--- src/rtl/msg_pkg.sv ---
// Shared message-layer definitions: FSM state encoding and default framing constants,
// used by both the receive-side assembler and the transmit-side message FSM.
package msg_pkg;

    typedef enum logic [1:0] {
        ST_IDLE    = 2'b00,
        ST_COLLECT = 2'b01,
        ST_READY   = 2'b10,
        ST_DISCARD = 2'b11
    } msg_state_e;

    localparam int          MSG_MAX_LEN   = 16;
    localparam logic [7:0]  MSG_TERM_CHAR = 8'h0D;

endpackage

--- src/rtl/msg_assembler_if.sv ---
// Receive/consumer bus of the message assembler; slave modport is the assembler side.
interface msg_assembler_if #(
    parameter int MAX_LEN = 16
);
    localparam int LW = $clog2(MAX_LEN + 1);

    logic          rx_valid;
    logic [7:0]    rx_data;
    logic          rx_err;
    logic          rd_en;
    logic          msg_ready;
    logic [LW-1:0] msg_len;
    logic [7:0]    rd_data;
    logic          rd_valid;
    logic          overflow;
    logic          frame_err;
    logic          rx_drop;
    logic          timeout;

    modport slave (
        input  rx_valid, rx_data, rx_err, rd_en,
        output msg_ready, msg_len, rd_data, rd_valid,
               overflow, frame_err, rx_drop, timeout
    );

    modport master (
        output rx_valid, rx_data, rx_err, rd_en,
        input  msg_ready, msg_len, rd_data, rd_valid,
               overflow, frame_err, rx_drop, timeout
    );
endinterface

--- src/rtl/msg_buffer.sv ---
// DEPTH x 8 simple dual-port payload store: one write port, registered read port.
module msg_buffer #(
    parameter int DEPTH = 16,
    parameter int AW    = (DEPTH > 1) ? $clog2(DEPTH) : 1
) (
    input  logic          clk,
    input  logic          rst_n,
    input  logic          wr_en,
    input  logic [AW-1:0] wr_addr,
    input  logic [7:0]    wr_data,
    input  logic          rd_en,
    input  logic [AW-1:0] rd_addr,
    output logic [7:0]    rd_data
);
    logic [7:0] mem_r [DEPTH];
    logic [7:0] rd_data_r;

    // Write port; contents are not reset
    always_ff @(posedge clk) begin
        if (wr_en) begin
            mem_r[wr_addr] <= wr_data;
        end
    end

    // Registered read port, cleared by reset so the popped-byte output starts at zero
    always_ff @(posedge clk or negedge rst_n) begin
        if (!rst_n) begin
            rd_data_r <= 8'h00;
        end else if (rd_en) begin
            rd_data_r <= mem_r[rd_addr];
        end else begin
            rd_data_r <= rd_data_r;
        end
    end

    assign rd_data = rd_data_r;
endmodule

--- src/rtl/msg_assembler.sv ---
// Assembles TERM_CHAR-terminated messages from a UART byte stream and lets a consumer pop them.
// Optional inter-byte idle timeout in COLLECT is built only when MSG_RX_TIMEOUT_EN is defined.
module msg_assembler
    import msg_pkg::*;
#(
    parameter int         MAX_LEN     = MSG_MAX_LEN,
    parameter logic [7:0] TERM_CHAR   = MSG_TERM_CHAR,
    parameter int         TIMEOUT_CYC = 100000
) (
    input  logic              clk,
    input  logic              rst_n,
    msg_assembler_if.slave    bus
);
    localparam int CW = $clog2(MAX_LEN + 1);
    localparam int AW = $clog2(MAX_LEN);

    msg_state_e    state_r, state_s;
    logic [CW-1:0] count_r, count_s;
    logic [CW-1:0] rd_ptr_r, rd_ptr_s;
    logic          we_s, re_s, is_term_s, timeout_hit_s;
    logic          overflow_s, frame_err_s, rx_drop_s, timeout_s;
    logic          msg_ready_r, rd_valid_r;
    logic [CW-1:0] msg_len_r;
    logic          overflow_r, frame_err_r, rx_drop_r, timeout_r;

    assign is_term_s = (bus.rx_data == TERM_CHAR);

`ifdef MSG_RX_TIMEOUT_EN
    localparam int TW = $clog2(TIMEOUT_CYC + 1);
    logic [TW-1:0] idle_cnt_r;

    // Idle-cycle counter: runs only while collecting and no byte or error arrives
    always_ff @(posedge clk or negedge rst_n) begin
        if (!rst_n) begin
            idle_cnt_r <= {TW{1'b0}};
        end else if (state_r == ST_COLLECT && !bus.rx_valid && !bus.rx_err && !timeout_hit_s) begin
            idle_cnt_r <= idle_cnt_r + TW'(1);
        end else begin
            idle_cnt_r <= {TW{1'b0}};
        end
    end

    assign timeout_hit_s = (idle_cnt_r == TW'(TIMEOUT_CYC - 1));
`else
    assign timeout_hit_s = 1'b0;
`endif

    // Next-state and event decode; a framing error always beats a same-cycle byte
    always_comb begin
        state_s     = state_r;
        count_s     = count_r;
        rd_ptr_s    = rd_ptr_r;
        we_s        = 1'b0;
        re_s        = 1'b0;
        overflow_s  = 1'b0;
        frame_err_s = 1'b0;
        rx_drop_s   = 1'b0;
        timeout_s   = 1'b0;
        case (state_r)
            ST_IDLE: begin
                if (bus.rx_err) begin
                    frame_err_s = 1'b1;
                    state_s     = ST_DISCARD;
                end else if (bus.rx_valid && !is_term_s) begin
                    we_s    = 1'b1;
                    count_s = CW'(1);
                    state_s = ST_COLLECT;
                end else begin
                    state_s = ST_IDLE;
                end
            end
            ST_COLLECT: begin
                if (bus.rx_err) begin
                    frame_err_s = 1'b1;
                    count_s     = {CW{1'b0}};
                    state_s     = ST_DISCARD;
                end else if (bus.rx_valid) begin
                    if (is_term_s) begin
                        rd_ptr_s = {CW{1'b0}};
                        state_s  = ST_READY;
                    end else if (count_r < CW'(MAX_LEN)) begin
                        we_s    = 1'b1;
                        count_s = count_r + CW'(1);
                    end else begin
                        overflow_s = 1'b1;
                        count_s    = {CW{1'b0}};
                        state_s    = ST_DISCARD;
                    end
                end else if (timeout_hit_s) begin
                    timeout_s = 1'b1;
                    count_s   = {CW{1'b0}};
                    state_s   = ST_IDLE;
                end else begin
                    state_s = ST_COLLECT;
                end
            end
            ST_READY: begin
                rx_drop_s = bus.rx_valid;
                if (bus.rd_en) begin
                    re_s = 1'b1;
                    if (rd_ptr_r == count_r - CW'(1)) begin
                        rd_ptr_s = {CW{1'b0}};
                        count_s  = {CW{1'b0}};
                        state_s  = ST_IDLE;
                    end else begin
                        rd_ptr_s = rd_ptr_r + CW'(1);
                    end
                end else begin
                    state_s = ST_READY;
                end
            end
            ST_DISCARD: begin
                if (bus.rx_valid && !bus.rx_err && is_term_s) begin
                    state_s = ST_IDLE;
                end else begin
                    state_s = ST_DISCARD;
                end
            end
            default: begin
                count_s  = {CW{1'b0}};
                rd_ptr_s = {CW{1'b0}};
                state_s  = ST_IDLE;
            end
        endcase
    end

    // State, counters and registered outputs
    always_ff @(posedge clk or negedge rst_n) begin
        if (!rst_n) begin
            state_r     <= ST_IDLE;
            count_r     <= {CW{1'b0}};
            rd_ptr_r    <= {CW{1'b0}};
            msg_ready_r <= 1'b0;
            msg_len_r   <= {CW{1'b0}};
            rd_valid_r  <= 1'b0;
            overflow_r  <= 1'b0;
            frame_err_r <= 1'b0;
            rx_drop_r   <= 1'b0;
            timeout_r   <= 1'b0;
        end else begin
            state_r     <= state_s;
            count_r     <= count_s;
            rd_ptr_r    <= rd_ptr_s;
            msg_ready_r <= (state_s == ST_READY);
            msg_len_r   <= (state_s == ST_READY) ? count_s : {CW{1'b0}};
            rd_valid_r  <= re_s;
            overflow_r  <= overflow_s;
            frame_err_r <= frame_err_s;
            rx_drop_r   <= rx_drop_s;
            timeout_r   <= timeout_s;
        end
    end

    msg_buffer #(.DEPTH(MAX_LEN), .AW(AW)) u_buffer (
        .clk     (clk),
        .rst_n   (rst_n),
        .wr_en   (we_s),
        .wr_addr (count_r[AW-1:0]),
        .wr_data (bus.rx_data),
        .rd_en   (re_s),
        .rd_addr (rd_ptr_r[AW-1:0]),
        .rd_data (bus.rd_data)
    );

    assign bus.msg_ready = msg_ready_r;
    assign bus.msg_len   = msg_len_r;
    assign bus.rd_valid  = rd_valid_r;
    assign bus.overflow  = overflow_r;
    assign bus.frame_err = frame_err_r;
    assign bus.rx_drop   = rx_drop_r;
    assign bus.timeout   = timeout_r;
endmodule

--- src/flat_wrapper.sv ---
// flat-port wrapper written by rule: the top's interface ports become plain ports
module msg_assembler_flat import msg_pkg::*;
#(
    parameter int         MAX_LEN     = MSG_MAX_LEN,
    parameter logic [7:0] TERM_CHAR   = MSG_TERM_CHAR,
    parameter int         TIMEOUT_CYC = 100000
)
  (clk, rst_n, bus_rx_valid, bus_rx_data, bus_rx_err, bus_rd_en, bus_msg_ready, bus_msg_len, bus_rd_data, bus_rd_valid, bus_overflow, bus_frame_err, bus_rx_drop, bus_timeout);
  msg_assembler_if #(.MAX_LEN(MAX_LEN)) bus_i ();
  input  logic clk;
  input  logic rst_n;
  input wire logic [$bits(bus_i.rx_valid)-1:0] bus_rx_valid;
  input wire logic [$bits(bus_i.rx_data)-1:0] bus_rx_data;
  input wire logic [$bits(bus_i.rx_err)-1:0] bus_rx_err;
  input wire logic [$bits(bus_i.rd_en)-1:0] bus_rd_en;
  output wire logic [$bits(bus_i.msg_ready)-1:0] bus_msg_ready;
  output wire logic [$bits(bus_i.msg_len)-1:0] bus_msg_len;
  output wire logic [$bits(bus_i.rd_data)-1:0] bus_rd_data;
  output wire logic [$bits(bus_i.rd_valid)-1:0] bus_rd_valid;
  output wire logic [$bits(bus_i.overflow)-1:0] bus_overflow;
  output wire logic [$bits(bus_i.frame_err)-1:0] bus_frame_err;
  output wire logic [$bits(bus_i.rx_drop)-1:0] bus_rx_drop;
  output wire logic [$bits(bus_i.timeout)-1:0] bus_timeout;
  assign bus_i.rx_valid = bus_rx_valid;
  assign bus_i.rx_data = bus_rx_data;
  assign bus_i.rx_err = bus_rx_err;
  assign bus_i.rd_en = bus_rd_en;
  assign bus_msg_ready = bus_i.msg_ready;
  assign bus_msg_len = bus_i.msg_len;
  assign bus_rd_data = bus_i.rd_data;
  assign bus_rd_valid = bus_i.rd_valid;
  assign bus_overflow = bus_i.overflow;
  assign bus_frame_err = bus_i.frame_err;
  assign bus_rx_drop = bus_i.rx_drop;
  assign bus_timeout = bus_i.timeout;
  msg_assembler #(.MAX_LEN(MAX_LEN), .TERM_CHAR(TERM_CHAR), .TIMEOUT_CYC(TIMEOUT_CYC)) u_core (.clk(clk), .rst_n(rst_n), .bus(bus_i));
endmodule
--- config.mk ---
export PLATFORM = sky130hd
export DESIGN_NAME = msg_assembler_flat
export DESIGN_NICKNAME = d
export VERILOG_FILES = /design/src/rtl/msg_pkg.sv /design/src/rtl/msg_assembler_if.sv /design/src/rtl/msg_buffer.sv /design/src/rtl/msg_assembler.sv /design/src/flat_wrapper.sv
export SDC_FILE = /design/constraint.sdc
export NUM_CORES = 1
export LEC_CHECK = 0
export CAP_MARGIN = 20
export CORE_ASPECT_RATIO = 1.2
export CORE_UTILIZATION = 55
export CTS_BUF_LIST = sky130_fd_sc_hd__clkbuf_8
export CTS_CLUSTER_DIAMETER = 80
export DETAILED_ROUTE_END_ITERATION = 6
export PLACE_DENSITY = 0.84
export SLEW_MARGIN = 20
export SYNTH_ARGS = -nofsm -noshare
export SYNTH_HDL_FRONTEND = slang
export SYNTH_HIERARCHICAL = 1
export SYNTH_SLANG_ARGS = --single-unit
--- constraint.sdc ---
create_clock -name clk -period 3.47 [get_ports clk]
set_clock_uncertainty 0.05 [all_clocks]
set_input_delay 0.5205 -clock clk [delete_from_list [all_inputs] [get_ports clk]]
set_output_delay 0.5205 -clock clk [all_outputs]
set_load 0.01 [all_outputs]
* After elaboration in Yosys (flattened, before gate mapping)
Memory sizes are Yosys's and may differ from the RTL's. A register that Yosys moved wholly into a read port is not among the register bits.
Cells that the tools add are included.
** Word-level totals
- Flip-flop bits (word level) :: 22
- Bits in writable memories :: 128
- Bits of input ports :: 13
- Output and inout bits :: 19
- Word-level logic and storage cells :: 79
- Memories :: 1
** Operators by class
- Add/sub/neg operators :: 3
- Order comparisons :: 1
- Equal/unequal tests :: 10
- Muxes and demuxes :: 45
- Reductions and logical operators :: 10
** Memories
- u_core.u_buffer.mem_r :: depth 16, bits a word 8, read ports 1, clocked after Yosys merged registers in 1, wr ports 1, line msg_buffer.sv:15 : logic [7:0] mem_r [DEPTH];
** Operators by type and width (number)
- two-way mux 5 bit :: 14
- two-way mux 1 bit :: 19
- two-way mux 2 bit :: 8
- case mux 5 bit (3 select lines) :: 1
- adder 5 x 1 -> 5 bit (second input constant) :: 2
- case mux 5 bit (2 select lines) :: 1
- == test 8 x 4 -> 1 bit (second input constant) :: 1
- case mux 2 bit (4 select lines) :: 1
- == test 2 bit (second input constant) :: 3
- inequality test 2 bit (second input constant) :: 3
- == test 5 bit :: 1
- less-than comparator 5 bit (second input constant) :: 1
- AND reduction 5 bit :: 1
- subtractor 5 x 1 -> 5 bit (second input constant) :: 1
- logical AND 1 bit :: 3
- zero test 1 bit :: 3
- == test 2 x 1 -> 1 bit (second input constant) :: 1
- zero test 2 bit :: 1
- inequality test 2 x 1 -> 1 bit (second input constant) :: 1
- case mux 1 bit (2 select lines) :: 1
- nonzero test 2 bit :: 1
- OR reduction 2 bit :: 1

* Logic depth before layout (Yosys ltp)
Gate-level depths: netlist of the first run.
- Depth in word-level cells :: 8
- Gate-level depth with buffers :: 8
- Mapped depth without buffers :: 7

* Cells and area by module
Netlist of the first run, hierarchy kept.
** Modules (own cells, without submodules)
- msg_buffer :: times used 1, cells each 240, area each 5331.4 um^2, sequential area each 4043.9 um^2
- msg_assembler :: times used 1, cells each 139, area each 1322.5 um^2, sequential area each 550.5 um^2

* Worst setup path before layout of the first run
OpenSTA, ideal clock, no wires.
- Path type :: input -> register
- From :: in bus_rx_data[1]
- To :: mem u_core.u_buffer.mem_r[0][0] (enable)
- Library setup time :: 383 ps
- Arrival time :: 2507 ps
- Data required time :: 3037 ps
- Path slack :: 530 ps
- Stages on the path :: 5
- Buffers on the path :: 0
- Path through :: nand4b_1 o21ai_2 a2111oi_0 or3b_2 nor3_1
** On the way
- Word-level cells in the longest chain between the ends :: 8
- Elaborated cells between the ends (all ways) :: 11
- Those cells by class :: eq/ne: 1; mux: 8; reduce/logical: 2
** RTL lines
- from (decl) :: line flat_wrapper.sv:13 : input wire logic [$bits(bus_i.rx_data)-1:0] bus_rx_data;
- == test 8 x 4 -> 1 bit * :: line msg_assembler.sv:26 : assign is_term_s = (bus.rx_data == TERM_CHAR);
- zero test 1 bit :: line msg_assembler.sv:64 : end else if (bus.rx_valid && !is_term_s) begin
- logical AND 1 bit :: line msg_assembler.sv:64
- two-way mux 1 bit :: line msg_assembler.sv:64
- two-way mux 1 bit :: line msg_assembler.sv:61 : if (bus.rx_err) begin
- case mux 1 bit (2 select lines) * :: line msg_assembler.sv:59 : case (state_r)
- via u_core.we_s :: line msg_assembler.sv:20 : logic we_s, re_s, is_term_s, timeout_hit_s;
- two-way mux 1 bit * :: line msg_buffer.sv:20 : if (wr_en) begin
- two-way mux 1 bit (not written as such) * :: line msg_buffer.sv:21 : mem_r[wr_addr] <= wr_data;
- to (decl) :: line msg_buffer.sv:15
The timed path passes the listed nets; every way through them passes the cells marked *.

* Worst setup path in the final report of the first run
- From :: in bus_rx_data[5]
- To :: mem u_core.u_buffer.mem_r[0][0] (enable)
The elaborated chain is that of the path after synthesis.

==> results of run 1 <==
cell families (layout without fill, tap and decap cells):
family	Yosys count	count (layout)	share of synthesized area
AOI/OAI and AO/OA	56	56	0.0698
xor gates and xnor gates	6	6	0.00790
adders and majority gates	3	3	0.00564
buffers and inverters	25	99	0.0280
DFF	158	158	0.690
muxes	40	40	0.124
other	1	1	0.000564
and+or+nand+nor	90	90	0.0739
layer usage:
layer	vias to the layer above	GRT usage	share of wire	routed length [um]
met5	-	0	0	0
met1	1925	0.319	0.40	5380
met3	23	0.0450	0.060	800
li1	1629	-	-	-
met2	200	0.394	0.52	6860
met4	0	0.0804	0.020	263
stage by stage:
stage,cell area [um2],util,std cells,power [mW]
CTS,7600,0.651,610,4.38
detailed placement,7230,0.619,578,3.18
floorplan,6650,-,379,2.91
global route,7600,0.651,610,4.53
finish,7600,0.651,610,4.35
global placement,7230,0.619,578,3.15
sequential cells by signal, indices dropped and copies added, names as in the netlist:
signal,count
u_core/u_buffer/mem_r,128
u_core/count_r,5
u_core/state_r,2
u_core/bus.msg_len,5
u_core/bus.msg_ready,1
u_core/bus.overflow,1
u_core/bus.rx_drop,1
u_core/bus.frame_err,1
u_core/rd_ptr_r,5
u_core/u_buffer/rd_data,8
u_core/bus.rd_valid,1
area by class of cell:
cell class	instances	area [um2]	area share
clock buffer	22	303	0.0399
tap	157	196	0.0259
sequential	158	4600	0.605
clock inverter	10	65.1	0.00856
timing repair buffer	60	538	0.0708
multi-input combinational	196	1870	0.247
inverter	7	26.3	0.00346
path summary, 6_finish.rpt:
kind | from | endpoint | slack, ns | depth (start not counted)
max reg2reg | u_core/state_r[0] | u_core/u_buffer/mem_r[0][0] | 1.04 | 5
min | rst_n | u_core/rd_ptr_r[4] | 0.49 | 1
max in group asynchronous | rst_n | u_core/count_r[1] | 2.17 | 2
min reg2reg | u_core/u_buffer/rd_data[2] | u_core/u_buffer/rd_data[2] | 0.53 | 2
min in group clk | u_core/u_buffer/rd_data[2] | u_core/u_buffer/rd_data[2] | 0.53 | 2
max | bus_rx_data[5] | u_core/u_buffer/mem_r[0][0] | 0.70 | 8
cell usage in the layout (no fill, tap or decap), types with 3 or more instances in the layout:
| cell type | instances |
|---|---|
| nand3b_1 | 4 |
| o21ai_0 | 8 |
| ha_1 | 3 |
| clkinvlp_4 | 4 |
| mux2i_1 | 8 |
| nand3_1 | 9 |
| buf_4 | 29 |
| nand2b_1 | 6 |
| nand2_1 | 16 |
| xor2_1 | 4 |
| clkbuf_8 | 22 |
| inv_1 | 9 |
| o22ai_1 | 7 |
| edfxtp_1 | 128 |
| o221ai_1 | 3 |
| a21oi_1 | 12 |
| a221oi_2 | 8 |
| mux4_2 | 26 |
| clkdlybuf4s50_1 | 30 |
| dfrtp_1 | 29 |
| mux4_1 | 6 |
| nor2_1 | 28 |
| nor3_1 | 8 |
worst max-delay path, delay by kind of cell:
family	cells	cell delay (ns)
AO/OA/AOI/OAI	2	0.49
AND/OR/NAND/NOR	3	0.87
buffers and inverters	3	0.97
power groups by stage:
stage,Combinational (mW),Clock (mW),Sequential (mW)
floorplan,0.653,0,2.26
global route,0.920,1.30,2.31
CTS,0.854,1.23,2.30
global placement,0.822,0,2.33
detailed placement,0.846,0,2.34
finish,0.854,1.20,2.30
==> impl_metrics.ini, run 1 <==
[pwr]
swShare = 0.274
leakage_nw = 2.62
comb_power_share = 0.196
seq_power_share = 0.528
power.density_nw_per_um2 = 573
vdd_drop_max_mv = 0.310
switchingPower_mw = 1.19
p_clk_frac = 0.276
p_int_mw = 3.16

[worst_setup_path]
cp.arrival_ns = 2.87
worst-path-max-fanout = 8
worstPathRequired_ns = 3.56
cp_common_cell = buf_4
cpPeakStageDelay_ns = 0.56
start_kind = input pin
worstSetupPathType = in -> reg
worstPathCellList = clkdlybuf4s50_1 -> or4_4 -> o21ai_2 -> a2111oi_0 -> buf_4 -> or3b_2 -> nor3_1 -> buf_4
cp-end-kind = register
crit_slowest_cell = clkdlybuf4s50_1

[logic_synthesis]
synthDominantCellAreaShare = 0.578
synth_area_leader_cell = edfxtp_1
syn_nets = 395
synth_cell_types = 57
synth_seq_area_share = 0.690
avgSynthCellArea_um2 = 17.6
synth_edf_count = 128
synth_area_um2 = 6650
yosys_warnings = 6
yosysMostFrequentCell = edfxtp_1
synth-seq-cells = 158
synthTopCellsByArea = edfxtp_1 58%, dfrtp_1 11%, mux4_2 8.8%, mux4_1 2.4%, a221oi_2 1.8%
synth_async_sr_flop_share = 0.190
synth_commonest_cells = 128 x edfxtp_1, 30 x dfrtp_1, 28 x nor2_1
syn_inst = 379
ys.flop_type = edfxtp_1

[clock_tree]
clock_sinks = 158
cts_buffer_depth = 2
cts-root-buf = clkbuf_8
clk_latency_ns = 0.43
cts_buffers = 17
clk_pin_slew_worst_paths_ns = 0.08
cts_resized = 0
hold_buffers = 0
post_cts_buffers = 0
h-tree-depth = 4
cts_tree = built

[global_route]
antenna_found_initial = 0
grt_pass1_wl_um = 20800
gr-usage-all-layers = 0.238
grt_max_degree = 31
grt_pass1_vias = 3648
grt_overflow = 0

[placed_design]
place_ws_ns = 0.282
dp_hpwl_um = 8990
portBuffers = 30
gp_congestion = 0.829

[detailed_routing]
wire_per_inst_um = 21.8
drc_errors = 0
drtPass1Iterations = 5
viasPerCell = 6.19
vias = 3777
drt_iter0_drc = 432
routed_wirelength_um = 13300
ant_nets = 0

[sta]
rsz0062_at_grt = no
final_max_slew_viol_count = 0
worstMarginPinSlew_ns = 0.796
hold_viol_final = 0
post-route-min-period_ns = 2.77
setup_ws_ns = 0.696
fin_setup_tns_ns = 0
whs_ns = 0.488
slew-limit-headroom = 0.469
post-route-period-util = 0.800
setup_viol = 0
fmax_mhz = 360

[job]
cap_violations = 0

[die]
rows = 43
coreArea_um2 = 11700
io_pins = 32
die-area_um2 = 12500
dieWidth_um = 102
die_h_um = 122
start_util = 0.570

[cells_and_area]
drive_gt1_frac = 0.247
num_antenna_cells = 0
final_nets = 456
fill_cells = 762
synthToLayoutAreaGrowth_pct = 14.2

[run_status]
status = finished clean

[min_path]
hp-class = in -> async
Note: power is estimated with default switching activity, not from simulation.
==> run 2: changes to the inputs <==
--- a/config.mk
+++ b/config.mk
@@ -11,7 +11,7 @@
 export CTS_BUF_LIST = sky130_fd_sc_hd__clkbuf_8
 export CTS_CLUSTER_DIAMETER = 80
 export DETAILED_ROUTE_END_ITERATION = 6
-export PLACE_DENSITY = 0.84
+export PLACE_DENSITY = 0.87
 export SLEW_MARGIN = 20
 export SYNTH_ARGS = -nofsm -noshare
 export SYNTH_HDL_FRONTEND = slang
==> constraint.sdc (replaced) <==
create_clock -name clk -period 2.26 [get_ports clk]
set_clock_uncertainty 0.05 [all_clocks]
set_input_delay 0.339 -clock clk [delete_from_list [all_inputs] [get_ports clk]]
set_output_delay 0.339 -clock clk [all_outputs]
set_load 0.01 [all_outputs]
==> impl_metrics.ini, run 2 (synthesis results as in run 1) <==
[die]
start_util = 0.570
io_pins = 32
rows = 43
die-area_um2 = 12500
coreArea_um2 = 11700
dieWidth_um = 102
die_h_um = 122

[worst_setup_path]
worst-path-max-fanout = 8
start_kind = input pin
cp.arrival_ns = 2.31
worstPathRequired_ns = 2.41
cp-end-kind = register
worstSetupPathType = in -> reg

[clock_tree]
cts-root-buf = clkbuf_8
cts_tree = built
cts_buffers = 17
clk_pin_slew_worst_paths_ns = 0.09
cts_buffer_depth = 2
h-tree-depth = 4
clock_sinks = 158
clk_latency_ns = 0.45
hold_buffers = 0

[global_route]
grt_overflow = 0
grt_pass1_vias = 3804
gr-usage-all-layers = 0.244
grt_pass1_wl_um = 21100
grt_max_degree = 40
antenna_found_initial = 0

[sta]
post-route-min-period_ns = 2.17
fmax_mhz = 461
final_max_slew_viol_count = 0
slew-limit-headroom = 0.632
worstMarginPinSlew_ns = 0.552
fin_setup_tns_ns = 0
rsz0062_at_grt = no
hold_viol_final = 0
setup_ws_ns = 0.0923
setup_viol = 0
post-route-period-util = 0.959

[job]
cap_violations = 0

[detailed_routing]
drtPass1Iterations = 5
routed_wirelength_um = 13800
vias = 3777
drc_errors = 0
viasPerCell = 6.04
wire_per_inst_um = 22.0
drt_iter0_drc = 432
ant_nets = 0

[placed_design]
dp_hpwl_um = 9210
placed_area_um2 = 7410
gp_congestion = 0.889
place_ws_ns = -0.516
portBuffers = 30

[pwr]
power.density_nw_per_um2 = 910
finalPower_mw = 7.15
leakage_nw = 2.73
vdd_drop_max_mv = 0.452

[cells_and_area]
final_cell_mix = 128 x edfxtp_1, 41 x buf_4, 30 x clkdlybuf4s50_1, 30 x dfrtp_1, 26 x mux4_2
top_register = u_core/u_buffer/mem_r
fill_cells = 742
num_antenna_cells = 0
largest_reg_flops = 128
stdcell_area_um2 = 7860
drive_gt1_frac = 0.288
final_nets = 471
final_common_cell = edfxtp_1
synthToLayoutAreaGrowth_pct = 18.1

[run_status]
status = finished clean

[min_path]
hp-class = in -> async
[run 2: cell count changes in the layout (fill, tap and decap cells not counted), sizes merged]
cell and change:
buf +15, clkbuf -5, bufinv +4, clkinv +3, inv -2
[run 2: critical path: stages]
cell             delay, ns
clkdlybuf4s50_1       0.47
or4_4                 0.59
o21ai_2               0.23
a2111oi_4             0.07
buf_4                 0.15
nand3b_1              0.19
nor2_1                0.08
buf_4                 0.19
[run 2: report_power, final]
group,internal (mW),leakage [nW],switching [mW]
Combinational,0.757,0.983,0.846
Clock,1.20,0.207,1.01
Sequential,3.27,1.54,0.0755
Total,5.22,2.73,1.93
[run 2: per-layer routing]
layer | GRT usage | part of all wire
met1 | 0.317 | 0.40
met2 | 0.404 | 0.51
met3 | 0.0535 | 0.069
met4 | 0.0920 | 0.022
met5 | 0 | 0
[run 2: timing repair]
item / in CTS / in global routing
setup buffers: 0 / 0
setup endpoints to repair: 31 / 62
gates resized for setup: 1 / 2
[run 2: final timing paths]
kind / start / slack, ns / endpoint / cells past startpoint
max: bus_rx_data[5] / 0.09 / u_core/u_buffer/mem_r[5][7] / 8
min: rst_n / 0.22 / u_core/rd_ptr_r[4] / 2
max reg2reg: u_core/count_r[0] / 0.19 / u_core/bus.msg_len[3] / 7
min reg2reg: u_core/u_buffer/rd_data[5] / 0.54 / u_core/u_buffer/rd_data[5] / 2
max in group asynchronous: rst_n / 1.62 / u_core/u_buffer/rd_data[1] / 2
min in group clk: u_core/u_buffer/rd_data[5] / 0.54 / u_core/u_buffer/rd_data[5] / 2
[run 2: final cells by class]
type	count	area (um2)	share of cell area
repair buffers	75	688	0.0876
clock inverters	15	196	0.0250
inverters	7	26.3	0.00334
well taps	157	196	0.0250
flip-flops and latches	158	4590	0.585
multi-input cells	196	1920	0.245
clock buffers	17	234	0.0298
[run 2: stage by stage]
step / hold WS [ns] / util / std cells
global route: 0.263 / 0.673 / 625
CTS: 0.212 / 0.672 / 625
detailed placement: 0.526 / 0.635 / 593
floorplan: -0.00659 / - / 379
global placement: 0.511 / 0.635 / 593
finish: 0.225 / 0.673 / 625
==> run 3: changes to the inputs <==
--- a/config.mk
+++ b/config.mk
@@ -11,7 +11,7 @@
 export CTS_BUF_LIST = sky130_fd_sc_hd__clkbuf_8
 export CTS_CLUSTER_DIAMETER = 80
 export DETAILED_ROUTE_END_ITERATION = 6
-export PLACE_DENSITY = 0.87
+export PLACE_DENSITY = 0.84
 export SLEW_MARGIN = 20
 export SYNTH_ARGS = -nofsm -noshare
 export SYNTH_HDL_FRONTEND = slang
==> constraint.sdc (replaced) <==
create_clock -name clk -period 2.5 [get_ports clk]
set_clock_uncertainty 0.05 [all_clocks]
set_input_delay 0.375 -clock clk [delete_from_list [all_inputs] [get_ports clk]]
set_output_delay 0.375 -clock clk [all_outputs]
set_load 0.01 [all_outputs]
==> impl_metrics.ini, run 3 (synthesis results as in run 1) <==
[run_status]
status = finished clean

[clock_tree]
clk_pin_slew_worst_paths_ns = 0.09
cts_buffer_depth = 2
clk_latency_ns = 0.44
cts_buffers = 17
h-tree-depth = 4
cts_tree = built
post_cts_buffers = 0
clock_sinks = 158
cts_resized = 0
cts-root-buf = clkbuf_8
hold_buffers = 0

[detailed_routing]
ant_nets = 0
viasPerCell = 6.03
routed_wirelength_um = 13700
drc_errors = 0
vias = 3759
drtPass1Iterations = 5
drt_iter0_drc = 318
wire_per_inst_um = 22.0

[worst_setup_path]
crit_start = bus_rx_data[2]
cp-end-kind = register
reg2reg_to = u_core/u_buffer/mem_r[0][4]
crit_end = u_core/u_buffer/mem_r[0][4]
cp.arrival_ns = 2.51
cpPeakStageDelay_ns = 0.56
worstPathCellList = clkdlybuf4s50_1 -> nand4b_1 -> o21ai_2 -> a2111oi_1 -> or3b_2 -> nor3_2 -> buf_4
worst-path-max-fanout = 8
worstPathRequired_ns = 2.59
reg2reg_depth = 4
start_kind = input pin
crit_slowest_cell = or3b_2
reg2reg_from = u_core/count_r[4]
worstSetupPathType = in -> reg
ff2ff_setup_slack_ns = 0.29

[global_route]
grt_pass1_wl_um = 21500
gr-usage-all-layers = 0.246
grt_max_degree = 31
grt_pass1_vias = 3848
antenna_found_initial = 0
grt_overflow = 0

[job]
cap_violations = 0

[sta]
fin_setup_tns_ns = 0
fmax_mhz = 412
final_max_slew_viol_count = 0
setup_viol = 0
rsz0062_at_grt = no
post-route-min-period_ns = 2.43
hold_viol_final = 0
worstMarginPinSlew_ns = 0.546
post-route-period-util = 0.970
slew-limit-headroom = 0.636

[cells_and_area]
top_register = u_core/u_buffer/mem_r
drive_gt1_frac = 0.264
finalNonFillerCells = 623
final_nets = 469
multi_input_area_um2 = 1880
largest_reg_flops = 128
fill_cells = 763
register_area_um2 = 4590
final_common_cell = edfxtp_1
num_antenna_cells = 0
final_cell_mix = 128 x edfxtp_1, 42 x buf_4, 30 x clkdlybuf4s50_1, 30 x dfrtp_1, 28 x nor2_1
synthToLayoutAreaGrowth_pct = 16.2

[placed_design]
portBuffers = 30
place_inst = 591
dp_hpwl_um = 9460
gp_congestion = 0.916

[die]
dieWidth_um = 102
start_util = 0.570
io_pins = 32
rows = 43
die_h_um = 122
die-area_um2 = 12500
coreArea_um2 = 11700

[min_path]
hp-class = in -> async

[pwr]
power.density_nw_per_um2 = 811
vdd_drop_max_mv = 0.418
leakage_nw = 2.72
-- run 3: cell count changes in the layout (fill, tap and decap cells not counted), moves of 2 or more --
| cell | change |
|---|---|
| nor2_2 | -3 |
| clkbuf_8 | +5 |
| clkinv_4 | -3 |
| buf_12 | -3 |
| nor2_1 | +3 |
| clkinvlp_4 | -4 |
| inv_1 | +4 |
| bufinv_16 | -2 |
| nor3_1 | +2 |
-- run 3: cell type report --
| cell class | instances | area share |
|---|---|---|
| multi-input cells | 196 | 0.243 |
| clock buffers | 22 | 0.0392 |
| well taps | 157 | 0.0254 |
| flip-flops and latches | 158 | 0.594 |
| clock inverters | 10 | 0.0125 |
| repair buffers | 73 | 0.0822 |
| inverters | 7 | 0.00340 |
-- run 3: where the power goes --
group | internal (mW) | switching, mW | total (mW)
sequential | 2.95 | 0.0728 | 3.03
combinational | 0.669 | 0.737 | 1.41
clock | 1.00 | 0.838 | 1.84
-- run 3: how the worst min path moves through the flow --
stage,start,end,slack [ns],depth (start not counted)
3_3_place_gp,u_core/rd_ptr_r[4],u_core/rd_ptr_r[4],0.49,2
2_1_floorplan,rst_n,u_core/bus.frame_err,0.03,0
4_1_cts,rst_n,u_core/u_buffer/rd_data[6],0.28,2
3_5_place_dp,u_core/rd_ptr_r[4],u_core/rd_ptr_r[4],0.52,2
6_report,rst_n,u_core/u_buffer/rd_data[6],0.28,2
5_1_grt,rst_n,u_core/u_buffer/rd_data[6],0.30,2
-- run 3: worst max-delay path, delay by kind of cell --
family	cells	cell delay, ns
simple gates	3	0.89
buf+inv	2	0.73
compound gates	2	0.51
-- run 3: per-stage QoR --
stage,hold slack (ns),power (mW),worst slack (ns),utilization,instance area (um2)
final,0.279,6.27,0.0740,0.662,7730
after detailed placement,0.516,4.49,-0.351,0.628,7330
after floorplan,0.0294,4.05,0.0462,-,6660
after global routing,0.303,6.51,0.0292,0.662,7730
after CTS,0.277,6.29,0.0985,0.662,7730
after global placement,0.494,4.43,-0.290,0.628,7330
-- run 3: routing by layer --
metal | GRT usage | vias up | part of all wire
li1 | - | 1659 | -
met1 | 0.324 | 1892 | 0.40
met2 | 0.406 | 191 | 0.52
met3 | 0.0484 | 17 | 0.065
met4 | 0.0964 | 0 | 0.018
met5 | 0 | - | 0
